===== src/rtl/keypad_col_scanner.sv =====
// Column-drive scanner for a 4x4 hex keypad: synchronizes the row lines, walks the
// columns to locate a pressed key, debounces press and release, and reports one Code/Valid per press.
module keypad_col_scanner #(
  parameter int SETTLE_CYCLES   = 4,
  parameter int DEBOUNCE_CYCLES = 16
) (
  input  logic       clock,
  input  logic       reset,
  input  logic [3:0] Row,
  input  logic       S_Row,
  output logic [3:0] Col,
  output logic [3:0] Code,
  output logic       Valid
);

  localparam int SET_W = $clog2(SETTLE_CYCLES + 1);
  localparam int DEB_W = $clog2(DEBOUNCE_CYCLES + 1);

  typedef enum logic [2:0] {
    ST_IDLE,
    ST_SCAN,
    ST_DEBOUNCE,
    ST_PRESSED,
    ST_RELEASE
  } state_t;

  state_t           state, state_nxt;
  logic [3:0]       row_meta_p0;
  logic [3:0]       row_s_p1;
  logic [SET_W-1:0] settle_cnt;
  logic [DEB_W-1:0] deb_cnt;
  logic [1:0]       col_idx;
  logic [1:0]       row_idx;
  logic [3:0]       pattern;
  logic             settle_last;
  logic             deb_last;
  logic             row_hit;
  logic             pulse_now;

  function automatic logic [SET_W-1:0] settle_inc(input logic [SET_W-1:0] c);
    return (c == SET_W'(SETTLE_CYCLES)) ? c : c + 1'b1;
  endfunction

  function automatic logic [DEB_W-1:0] deb_inc(input logic [DEB_W-1:0] c);
    return (c == DEB_W'(DEBOUNCE_CYCLES)) ? c : c + 1'b1;
  endfunction

  function automatic logic [1:0] lowest_row(input logic [3:0] r);
    if (r[0])      return 2'd0;
    else if (r[1]) return 2'd1;
    else if (r[2]) return 2'd2;
    else           return 2'd3;
  endfunction

  // Stage p0/p1: two-flop synchronizer for the asynchronous row lines
  always_ff @(posedge clock) begin
    row_meta_p0 <= Row;
    row_s_p1    <= row_meta_p0;
  end

  assign settle_last = (settle_cnt == SET_W'(SETTLE_CYCLES - 1));
  assign deb_last    = (deb_cnt == DEB_W'(DEBOUNCE_CYCLES - 1));
  assign row_hit     = (row_s_p1 != 4'b0000);

  always_ff @(posedge clock) begin
    if (reset) state <= ST_IDLE;
    else       state <= state_nxt;
  end

  always_comb begin
    state_nxt = state;
    case (state)
      ST_IDLE:     if (S_Row) state_nxt = ST_SCAN;
      ST_SCAN: begin
        if (settle_last) begin
          if (row_hit)               state_nxt = ST_DEBOUNCE;
          else if (col_idx == 2'd3)  state_nxt = ST_IDLE;
        end
      end
      ST_DEBOUNCE: begin
        if (row_s_p1 != pattern) state_nxt = ST_IDLE;
        else if (deb_last)       state_nxt = ST_PRESSED;
      end
      ST_PRESSED:  state_nxt = ST_RELEASE;
      ST_RELEASE:  if (!S_Row && deb_last) state_nxt = ST_IDLE;
      default:     state_nxt = ST_IDLE;
    endcase
  end

  // The located column stays driven through debounce so the latched pattern remains comparable
  always_comb begin
    Col       = 4'b1111;
    pulse_now = 1'b0;
    case (state)
      ST_SCAN, ST_DEBOUNCE, ST_PRESSED: Col = 4'b0001 << col_idx;
      default:                          Col = 4'b1111;
    endcase
    if (state == ST_PRESSED) pulse_now = 1'b1;
  end

  always_ff @(posedge clock) begin
    if (reset) begin
      settle_cnt <= '0;
      deb_cnt    <= '0;
      col_idx    <= 2'd0;
    end else begin
      case (state)
        ST_IDLE: begin
          settle_cnt <= '0;
          deb_cnt    <= '0;
          col_idx    <= 2'd0;
        end
        ST_SCAN: begin
          if (settle_last) begin
            settle_cnt <= '0;
            deb_cnt    <= '0;
            if (!row_hit && col_idx != 2'd3) col_idx <= col_idx + 2'd1;
          end else begin
            settle_cnt <= settle_inc(settle_cnt);
          end
        end
        ST_DEBOUNCE: deb_cnt <= deb_last ? '0 : deb_inc(deb_cnt);
        ST_PRESSED:  deb_cnt <= '0;
        ST_RELEASE: begin
          if (S_Row)          deb_cnt <= '0;
          else if (!deb_last) deb_cnt <= deb_inc(deb_cnt);
        end
        default: begin
          settle_cnt <= '0;
          deb_cnt    <= '0;
        end
      endcase
    end
  end

  // Pattern and row index are captured only at the scan hit and consumed later
  always_ff @(posedge clock) begin
    if (state == ST_SCAN && settle_last && row_hit) begin
      pattern <= row_s_p1;
      row_idx <= lowest_row(row_s_p1);
    end
  end

  always_ff @(posedge clock) begin
    if (reset) begin
      Code  <= 4'h0;
      Valid <= 1'b0;
    end else begin
      Valid <= pulse_now;
      if (pulse_now) Code <= {row_idx, col_idx};
    end
  end

endmodule


===== config.mk =====
export PLATFORM = sky130hd
export DESIGN_NAME = keypad_col_scanner
export DESIGN_NICKNAME = d
export VERILOG_FILES = /design/src/rtl/keypad_col_scanner.sv
export SDC_FILE = /design/constraint.sdc
export NUM_CORES = 1
export LEC_CHECK = 0
export ABC_AREA = 1
export BUFFER_PORTS_ARGS = -buffer_cell sky130_fd_sc_hd__buf_2
export CORE_MARGIN = 2
export CORE_UTILIZATION = 60
export DETAILED_ROUTE_END_ITERATION = 10
export PLACE_DENSITY = 0.85
export SLEW_MARGIN = 0
export SYNTH_ARGS = -nofsm -noshare
export SYNTH_HDL_FRONTEND = slang
export SYNTH_SLANG_ARGS = --single-unit

===== constraint.sdc =====
create_clock -name clock -period 2.6 [get_ports clock]
set_input_delay 0.13 -clock clock [delete_from_list [all_inputs] [get_ports clock]]
set_output_delay 0.13 -clock clock [all_outputs]
set_load 0.02 [all_outputs]

==> results_dict.tcl <==
set metrics [dict create \
    p_leak_nw 0.779 \
    crit_type "flip-flop to flip-flop" \
    drive_above_1_share_pct 15.7 \
    max_freq_mhz 540 \
    outcome "finished, final reports clean" \
    synth_cells 192 \
    track_usage_pct 21.7 \
    insertedDiodeCount 0 \
    rows 18 \
    synthAdderAreaFrac_pct 7.45 \
    crit_fanout 5 \
    multi_input_area_um2 664 \
    synth_area_leaders "dfxtp_1, edfxtp_1, nand2_1" \
    cp.arrival_ps 2080 \
    yosys.area.top_type_share_pct 34.4 \
    antenna_found_initial 0 \
    fin_area_um2 1690 \
    worst_pin_slew_ps 504 \
    insertion_delay_ps 330 \
    grt_max_degree 13 \
    synth-edff-count 6 \
    drt_wl_total_um 2660 \
    async_flop_share_pct 0 \
    place_area_um2 1610 \
    cts_buffer_depth 2 \
    syn_area_um2 1510 \
    fin_crit_ps 1850 \
    synth_largest_area_cell "dfxtp_1" \
    hold_viol 0 \
    p_per_area_nw_per_um2 874 \
    start_util_pct 62.1 \
    ir_worst_vdd_mv 0.646 \
    seqCellArea_um2 701 \
    synth_xor_area_share_pct 1.16 \
    rsz0062_at_grt "no" \
    drt_iter0_drc 19 \
    synth-warning-count 0 \
    nFillCells 203 \
    relSlewSlack_pct 66.3 \
    h-tree-depth 2 \
    fin_crit_sh_pct 71.3 \
    synth_compound_area_share_pct 9.27 \
    postRouteAntennaNets 0 \
    postCtsSetupBuffers 0 \
    critPathLaunchType "flip-flop" \
    drv_cap 0 \
    timing.hold.ws_ps 30.7 \
    setup_violations 0 \
    core_area_um2 2430 \
    ys.flop_type "dfxtp_1" \
    ys_ff_latch 32 \
    hold_path.class "input pin to flip-flop" \
    cts_root_buf "clkbuf_4" \
    die_y_um 54.2 \
    hpwl_um 1990 \
    overflow 0 \
    cp-end-kind "flip-flop" \
    die-area_um2 2940 \
    die_w_um 54.2 \
    synth_seq_area_share_pct 46.4 \
    syn_area_per_cell_um2 7.87 \
    critPathRequiredTime_ps 2830 \
    wl_per_cell_um 10.8 \
    vias 1244 \
    cts_buffers 5 \
    synth_mux_area_share_pct 0 \
    yosysUniqueCellTypes 28 \
    synth-simple-area-share_pct 26.1 \
    grt_pass1_wl_um 4480 \
    syn_nets 208 \
    portBuffers 15 \
    cts_tree "done" \
    timing.final.max_slew_violations 0 \
    viasPerCell 5.04 \
    finalNetCount 232 \
    postCtsResizedCells 0 \
    finalSetupTns_ps 0 \
    clock_skew_ps 12.1 \
    ios 16 \
    cts.clk_slew.worst_paths_ps 90 \
    synth_top_family_by_area "simple AND/OR/NAND/NOR gates" \
    drc_errors 0 \
    grt_pass1_vias 1114 \
    syn_to_final_growth_pct 12.1 \
    cts.sinks 32 \
    gp_congestion 0.915 \
    dr.pass1.iters 4 \
]
worst max-delay path: stages, from the launching register on:
cell and delay (ps):
dfxtp_1 400, ha_1 200, inv_1 50, nor3_1 150, ha_1 240, nand2_1 120
nand3_1 100, nand3_1 90, nor2_1 160, nand3_1 110, nand2_1 90, nor2_1 50
stage by stage:
step	total power, mW	utilization (%)	setup slack, ps	std cells
detailed placement	1.22	66.0	794	235
CTS	1.49	69.7	736	247
global route	1.61	69.7	475	247
floorplan	1.09	-	996	192
finish	1.48	69.7	747	247
global placement	1.19	66.0	905	235
report_power, final:
part	internal (mW)	leakage [nW]	switching [mW]
combinational	0.214	0.485	0.389
sequential	0.565	0.268	0.0551
clock	0.104	0.0269	0.154
total	0.883	0.779	0.598
sequential cells by signal (all words and copies together), names as in the netlist:
name / flops
settle_cnt: 3
row_idx: 2
state: 3
row_s_p1: 4
deb_cnt: 5
Code: 4
pattern: 4
row_meta_p0: 4
Valid: 1
col_idx: 2
cells in the mapped netlist, types with 3 or more instances:
master	number
a21oi_1	8
dfxtp_1	26
edfxtp_1	6
ha_1	9
inv_1	30
inv_2	4
nand2_1	36
nand2_2	3
nand3_1	12
nor2_1	29
nor3_1	3
o21ai_0	7
o21ai_1	4
cells by family (layout without fill, tap and decap cells):
logic type                 count (synthesis)  after routing
and+or+nand+nor                           90             90
buffers and inverters                     36             61
DFF                                       32             32
AOI/OAI and AO/OA                         23             23
adders and majority gates                  9              9
xor gates and xnor gates                   2              2
timing repair:
| action | 4_1_cts | 5_1_grt |
|---|---|---|
| hold buffers | 4 | 0 |
| endpoints found under the hold margin | 4 | 0 |
| endpoints found under the setup margin | 0 | 0 |
layer usage:
layer | GRT usage [%] | part of all wire, % | up-vias
met5 | 0 | 0 | -
met4 | 8.75 | 2.1 | 0
met2 | 38.0 | 48 | 28
met3 | 8.61 | 4.9 | 9
met1 | 23.1 | 45 | 557
li1 | - | - | 650
final cells by class:
class / count / share of cell area, %
Clock buffer: 7 / 2.66
Multi-Input combinational cell: 124 / 39.2
Tap cell: 30 / 2.22
Clock inverter: 1 / 0.222
Timing Repair Buffer: 19 / 6.79
Sequential cell: 32 / 41.4
Inverter: 34 / 7.53
cells in the final DEF, fill, tap and decap left out, types with 5 or more instances in the layout:
| cell | n |
|---|---|
| edfxtp_1 | 6 |
| dfxtp_1 | 26 |
| nor2_1 | 29 |
| nand2_1 | 36 |
| inv_1 | 30 |
| buf_2 | 15 |
| nand3_1 | 12 |
| clkbuf_4 | 5 |
| ha_1 | 9 |
| a21oi_1 | 8 |
| o21ai_0 | 7 |
final timing paths:
kind         cells past startpoint           start  slack [ps]     endpoint
max reg2reg                     11      deb_cnt[0]         750     state[0]
min reg2reg                      0  row_meta_p0[1]         330  row_s_p1[1]
max                             11      deb_cnt[0]         750     state[0]
min                              2           reset          30     state[2]
(Power assumes the default switching activity.)
